### src/rtl/regfile_pkg.sv
// ---------------------------------------------------------------------------
// regfile_pkg
// Shared constants for the pipelined register file with scoreboard.
//   DATA_W_DEF / ADDR_W_DEF / NUM_RD_DEF : default parameter values
//   REG_ZERO                             : index of the hardwired-zero register
// ---------------------------------------------------------------------------
package regfile_pkg;

    localparam int DATA_W_DEF = 32;
    localparam int ADDR_W_DEF = 5;
    localparam int NUM_RD_DEF = 2;
    localparam int REG_ZERO   = 0;

endpackage

### src/rtl/regfile_scoreboard.sv
// ---------------------------------------------------------------------------
// regfile_scoreboard
// Per-register pending-write (busy) bits plus a registered popcount.
// Ports:
//   i_clk, i_rst_n        clock, asynchronous active-low reset
//   i_set_en, i_set_addr  reserve a destination register (issue)
//   i_clr_en, i_clr_addr  retire a destination register (writeback)
//   o_busy                full busy vector (bit 0 is never set)
//   o_cnt                 number of busy registers
// ---------------------------------------------------------------------------
module regfile_scoreboard
    import regfile_pkg::*;
#(
    parameter int ADDR_W = ADDR_W_DEF
) (
    input  logic                   i_clk,
    input  logic                   i_rst_n,
    input  logic                   i_set_en,
    input  logic [ADDR_W-1:0]      i_set_addr,
    input  logic                   i_clr_en,
    input  logic [ADDR_W-1:0]      i_clr_addr,
    output logic [(2**ADDR_W)-1:0] o_busy,
    output logic [ADDR_W:0]        o_cnt
);

    localparam int                DEPTH  = 2**ADDR_W;
    localparam logic [ADDR_W-1:0] ZERO_A = ADDR_W'(REG_ZERO);

    logic [DEPTH-1:0] r_busy;
    logic [ADDR_W:0]  r_cnt;

    logic             w_set;
    logic             w_clr;
    logic             w_inc;
    logic             w_dec;
    logic [DEPTH-1:0] w_busy_nxt;
    logic [ADDR_W:0]  w_cnt_nxt;

    // A reservation and a writeback on the same register: the newer
    // producer wins, so the clear is suppressed entirely.
    assign w_set = i_set_en && (i_set_addr != ZERO_A);
    assign w_clr = i_clr_en && (i_clr_addr != ZERO_A) &&
                   !(w_set && (i_set_addr == i_clr_addr));

    // Count only real transitions so re-reserving a busy register or
    // retiring an idle one leaves the count untouched.
    assign w_inc = w_set && !r_busy[i_set_addr];
    assign w_dec = w_clr &&  r_busy[i_clr_addr];

    always_comb begin
        w_busy_nxt = r_busy;
        if (w_clr) w_busy_nxt[i_clr_addr] = 1'b0;
        if (w_set) w_busy_nxt[i_set_addr] = 1'b1;
    end

    always_comb begin
        w_cnt_nxt = r_cnt;
        case ({w_inc, w_dec})
            2'b10:   w_cnt_nxt = r_cnt + (ADDR_W+1)'(1);
            2'b01:   w_cnt_nxt = r_cnt - (ADDR_W+1)'(1);
            default: w_cnt_nxt = r_cnt;
        endcase
    end

    always_ff @(posedge i_clk or negedge i_rst_n) begin
        if (!i_rst_n) begin
            r_busy <= '0;
            r_cnt  <= '0;
        end else begin
            r_busy <= w_busy_nxt;
            r_cnt  <= w_cnt_nxt;
        end
    end

    assign o_busy = r_busy;
    assign o_cnt  = r_cnt;

endmodule

### src/rtl/pipe_regfile_sb.sv
// ---------------------------------------------------------------------------
// pipe_regfile_sb
// Parametrised register file: NUM_RD combinational read ports, optional
// write-first bypass, hardwired-zero register 0 and a pending-write
// scoreboard for RAW hazard detection in ID.
// Ports:
//   clk, rst            clock, asynchronous active-low reset
//   rd_addr / rd_data   packed read ports, port i at slice i
//   rd_busy             per-port: addressed register has a pending write
//   we, wa, wd          writeback
//   rsv_en, rsv_addr    reserve destination of an issuing instruction
//   busy_cnt, any_busy  scoreboard occupancy
// Optional (macro REGFILE_DBG_EN):
//   dbg_addr / dbg_data raw array read, no bypass
//   dbg_busy            full scoreboard vector
// ---------------------------------------------------------------------------
module pipe_regfile_sb
    import regfile_pkg::*;
#(
    parameter int DATA_W = DATA_W_DEF,
    parameter int ADDR_W = ADDR_W_DEF,
    parameter int NUM_RD = NUM_RD_DEF,
    parameter int BYPASS = 1
) (
    input  logic                     clk,
    input  logic                     rst,
    input  logic [NUM_RD*ADDR_W-1:0] rd_addr,
    output logic [NUM_RD*DATA_W-1:0] rd_data,
    output logic [NUM_RD-1:0]        rd_busy,
    input  logic                     we,
    input  logic [ADDR_W-1:0]        wa,
    input  logic [DATA_W-1:0]        wd,
    input  logic                     rsv_en,
    input  logic [ADDR_W-1:0]        rsv_addr,
    output logic [ADDR_W:0]          busy_cnt,
    output logic                     any_busy
`ifdef REGFILE_DBG_EN
   ,input  logic [ADDR_W-1:0]        dbg_addr,
    output logic [DATA_W-1:0]        dbg_data,
    output logic [(2**ADDR_W)-1:0]   dbg_busy
`endif
);

    localparam int                DEPTH  = 2**ADDR_W;
    localparam logic [ADDR_W-1:0] ZERO_A = ADDR_W'(REG_ZERO);
    localparam bit                BYP_EN = (BYPASS != 0);

    logic [DATA_W-1:0]             r_mem [DEPTH];
    logic                          w_wr;
    logic [DEPTH-1:0]              w_busy;
    logic [NUM_RD-1:0][ADDR_W-1:0] w_ra;
    logic [NUM_RD-1:0]             w_byp;

    assign w_wr = we && (wa != ZERO_A);

    // Entry 0 is cleared on reset and never written, so it stays zero.
    always_ff @(posedge clk or negedge rst) begin
        if (!rst) begin
            for (int i = 0; i < DEPTH; i++) r_mem[i] <= '0;
        end else if (w_wr) begin
            r_mem[wa] <= wd;
        end
    end

    regfile_scoreboard #(
        .ADDR_W (ADDR_W)
    ) u_sb (
        .i_clk      (clk),
        .i_rst_n    (rst),
        .i_set_en   (rsv_en),
        .i_set_addr (rsv_addr),
        .i_clr_en   (we),
        .i_clr_addr (wa),
        .o_busy     (w_busy),
        .o_cnt      (busy_cnt)
    );

    assign any_busy = (busy_cnt != '0);

    for (genvar g = 0; g < NUM_RD; g++) begin : g_rd
        assign w_ra[g] = rd_addr[g*ADDR_W +: ADDR_W];
        // Bypass is gated by rst so every register reads 0 during reset.
        assign w_byp[g] = BYP_EN && rst && w_wr && (wa == w_ra[g]);

        assign rd_data[g*DATA_W +: DATA_W] =
            (w_ra[g] == ZERO_A) ? '0 :
            w_byp[g]            ? wd : r_mem[w_ra[g]];

        // A register whose value is being forwarded this cycle is no
        // longer a hazard for the reader.
        assign rd_busy[g] = w_busy[w_ra[g]] && !w_byp[g] && (w_ra[g] != ZERO_A);
    end

`ifdef REGFILE_DBG_EN
    assign dbg_data = (dbg_addr == ZERO_A) ? '0 : r_mem[dbg_addr];
    assign dbg_busy = w_busy;
`endif

endmodule

### config.mk
export PLATFORM = sky130hd
export DESIGN_NAME = pipe_regfile_sb
export DESIGN_NICKNAME = d
export VERILOG_FILES = /design/src/rtl/regfile_pkg.sv /design/src/rtl/regfile_scoreboard.sv /design/src/rtl/pipe_regfile_sb.sv
export SDC_FILE = /design/constraint.sdc
export NUM_CORES = 2
export LEC_CHECK = 0
export BUFFER_PORTS_ARGS = -buffer_cell sky130_fd_sc_hd__buf_2
export CAP_MARGIN = 20
export CORE_MARGIN = 5
export CORE_UTILIZATION = 55
export CTS_CLUSTER_SIZE = 16
export DETAILED_ROUTE_END_ITERATION = 16
export PLACE_DENSITY = 0.83
export SETUP_SLACK_MARGIN = 0.1
export SYNTH_ARGS = -nofsm -noshare
export SYNTH_HDL_FRONTEND = slang
export SYNTH_HIERARCHICAL = 1
export SYNTH_SLANG_ARGS = --single-unit
### constraint.sdc
create_clock -name clk -period 2.8 [get_ports clk]
set_input_delay 0.42 -clock clk [delete_from_list [all_inputs] [get_ports clk]]
set_output_delay 0.42 -clock clk [all_outputs]
set_load 0.005 [all_outputs]
==> implementation parameters <==
Parameter                              Value

Placed design
  HPWL Detailed    125 mm
  Cell area after placement    between 60000 and 70000 um2
  Cell Count Post-Placement    5985
  Setup slack after placement    -0.723 ns
  Count of buffers inserted at the top-level ports    128
  Gp weighted congestion    slightly above 0.9

Synthesis
  Number of register bits inferred by synthesis    1062
  Post-synth top area cell    sky130_fd_sc_hd__dfrtp_1
  Number of synthesized flops with an enable pin    0
  Number of library cell types mapped by synthesis    59
  Syn_area_per_cell    13.2 um2
  Leading cell types by total area after synthesis    sky130_fd_sc_hd__dfrtp_1, sky130_fd_sc_hd__mux2_2, sky130_fd_sc_hd__mux4_2
  Top cell type's share of synthesized area    45.2%
  Post-Syn Nets    4522
  Syn. warnings    6
  Flip-flop cell with the highest count after synthesis    sky130_fd_sc_hd__dfrtp_1
  Synth async-reset ratio    100%
  Cell count after synthesis    4460
  Synthesized area    58800 um2
  Share of the yosys chip area belonging to registers    45.2%

Drt
  Routed wire per std cell    36.2 um
  Number of vias per cell after detailed routing    about 7.6
  Count of antenna-violating nets left after detailed routing    0
  Number of iterations in the first detailed-routing pass    9
  Iteration-0 DRC count of the detailed router    around 7.7k
  Detailed-route wire length    approximately 230 mm
  Via count of the routed design    48.0k
  Post-detailed-route DRC marker count    0

Worst setup path
  Largest fanout on the critical path    3
  Reg-to-reg critical path endpoint    u_sb/o_cnt[5]$_DFFE_PN0P_
  Crit path kind    flop to primary output
  Nature of the critical path startpoint    flop
  Worst Setup End Kind    primary output
  Reg2Reg Setup Slack    -0.11 ns
  R2R Path Start    u_sb/o_busy[17]$_DFF_PN0_
  Length in cells of the worst reg-to-reg path    9
  Data required, critical path    2.38 ns
  Data arrival time of the worst path    2.74 ns

Finish
  Final instance area    just over 70000 um2
  NumNets Final    4857
  Synthesis-to-finish area growth    21.0%
  Most common library cell in the layout ignoring fill and taps    sky130_fd_sc_hd__mux2_2
  Footprint of the multi-input gates    31900 um2
  Count of fill cells added during filler insertion    approximately 6.5k
  FF/Latch Area    between 20000 and 30000 um2
  Core utilization of the finished layout    66.8%
  Final instance count without filler cells    6296
  Share of post-route cells with drive strength above 1    just under 60%
  Most frequent cells in the layout    sky130_fd_sc_hd__mux2_2, sky130_fd_sc_hd__dfrtp_1, sky130_fd_sc_hd__buf_4, sky130_fd_sc_hd__mux4_2, sky130_fd_sc_hd__o22ai_1

CTS
  Number of buffers on the longest clock path    3
  Clock tree from TritonCTS    done
  TritonCTS buffer count    ~110
  CTS HTree Levels    3
  Clock root buffer master    sky130_fd_sc_hd__clkbuf_16
  Worst skew pair latency    0.72 ns
  TritonCTS sink count    1062
  Clock transition at path regs    0.07 ns

Floorplanning
  Die outline area    114000 um2
  Horizontal extent of the die    337 um
  Number of core rows    120
  Initial Util    55.2%
  DIE HEIGHT    ~340 um
  Floorplan core area    107000 um2
  Number of top-level pins    129

Global route
  Wire length of the first global-routing pass    316 mm
  Vias in the first global route    48.2k
  Total global-route track usage    37.1%
  Largest net degree at the start of global routing    166
  Remaining global-route overflow    0
  Number of antenna violations at the first check in global routing    7

Min path
  Worst Hold Class    input pin to flop
  Hold Crit Start    wd[16]
  Hold-critical path depth    2
  Hold Path End    r_mem[848]$_DFFE_PN0P_

STA
  Period Utilization, post-route    113%
  Count of pins over their slew limit    0
  Max-slew headroom    34.5%
  Final hold violation count    0
  Unrepaired setup endpoints after global routing    true
  Setup_tns    -10.83 ns
  Final Critical Period    3.16 ns
  Clk_skew    0.0209 ns
  Number of setup violations in the final report    68
  Post-route worst setup slack    -0.356 ns
  F_max    0.317 GHz
  Measured slew at the worst slew-check pin    0.982 ns

Power
  Combinational cell fraction of total power    25.7%
  VDD IR-drop max    538 uV
  Cell-internal power    33.8 mW
  Clock group share of total power    between 30% and 40%
  Power Dens Cells    688 nW/um2
  Flop pwr share    43.1%
  Switching part of the total    31.0%
  Net Switching    between 15 and 20 mW
  Leakage power    31.1 nW

Run status
  Failing checks    negative setup slack
  Outcome    finished with violations

Run
  Max cap viols    0
## flip-flops by register name (all words and copies together), names as in the netlist
| signal | cells |
|---|---|
| r_mem | 1024 |
| u_sb/o_busy | 32 |
| u_sb/o_cnt | 6 |
## cell type report
cell class	instances	area share, %
Antenna cell	6	0.0211
Clock buffer	136	4.12
Clock inverter	63	1.05
Inverter	15	0.0826
Multi-Input combinational cell	2897	44.9
Sequential cell	1062	37.3
Tap cell	1403	2.47
Timing Repair Buffer	714	10.1
## cells in the mapped netlist, drive strengths merged, types with 18 or more instances
library cell	instances
nor4	56
nor3	164
a211oi	50
o31ai	18
nor2b	40
mux2	1385
o22ai	219
mux2i	145
o21ai	114
a21oi	47
nand2	51
a221o	22
nor2	163
clkbuf	231
buf	255
a2111oi	20
dfrtp	1062
mux4	289
## how the worst max path moves through the flow
stage,cells after the start,from,to
floorplan,12,rsv_addr[4],u_sb/o_cnt[5]$_DFFE_PN0P_
global placement,11,rd_addr[6],rd_data[42]
detailed placement,11,rd_addr[6],rd_data[42]
CTS,7,r_mem[554]$_DFFE_PN0P_,rd_data[42]
global route,7,r_mem[510]$_DFFE_PN0P_,rd_data[30]
finish,6,r_mem[837]$_DFFE_PN0P_,rd_data[5]
## metrics by stage
stage / hold WS (ns) / power, mW
global route: 0.0785 / 50.1
CTS: 0.0452 / 47.1
finish: 0.0713 / 49.0
detailed placement: 0.388 / 31.4
floorplan: 0.124 / 27.5
global placement: 0.381 / 30.7
## what timing repair did
item	in CTS	in global routing
cloned	9	3
buffers inserted	54	57
endpoints found under the setup margin	69	69
pin swaps	96	91
resized for setup	280	169
hold buffers	1	0
endpoints found under the hold margin	79	0
## power by group through the flow
stage | sequential (mW) | clock [mW] | combinational [mW]
5_1_grt | 21.2 | 15.8 | 13.1
6_report | 21.1 | 15.3 | 12.6
2_1_floorplan | 20.0 | 0 | 7.49
3_3_place_gp | 20.6 | 0 | 10.1
4_1_cts | 20.6 | 15.1 | 11.4
3_5_place_dp | 20.8 | 0 | 10.5
## critical path: stages, from the launching register on
cell and delay [ns]:
sky130_fd_sc_hd__dfrtp_1 0.40, sky130_fd_sc_hd__mux4_2 0.47, sky130_fd_sc_hd__mux2i_1 0.23, sky130_fd_sc_hd__a21oi_1 0.17, sky130_fd_sc_hd__a211oi_4 0.50, sky130_fd_sc_hd__nor3_2 0.09
sky130_fd_sc_hd__buf_2 0.15
## kinds of logic (layout without fill, tap and decap cells)
kind of cell | after synthesis | count (layout) | synth area share, %
AND/OR/NAND/NOR | 533 | 533 | 4.50
buffers and inverters | 501 | 928 | 4.14
multiplexers | 1819 | 1819 | 40.0
flip-flops | 1062 | 1062 | 45.2
adder cells (fa/ha/maj) | 6 | 6 | 0.140
other | 0 | 6 | 0
XOR/XNOR | 19 | 19 | 0.283
AO/OA/AOI/OAI | 520 | 520 | 5.75
## routing by layer
layer / global-route usage [%] / share of wire, %
met1: 45.2 / 32
met2: 53.1 / 42
met3: 14.7 / 15
met4: 28.6 / 11
met5: 0 / 0.021
No activity file was read; power rests on OpenSTA's default activity.
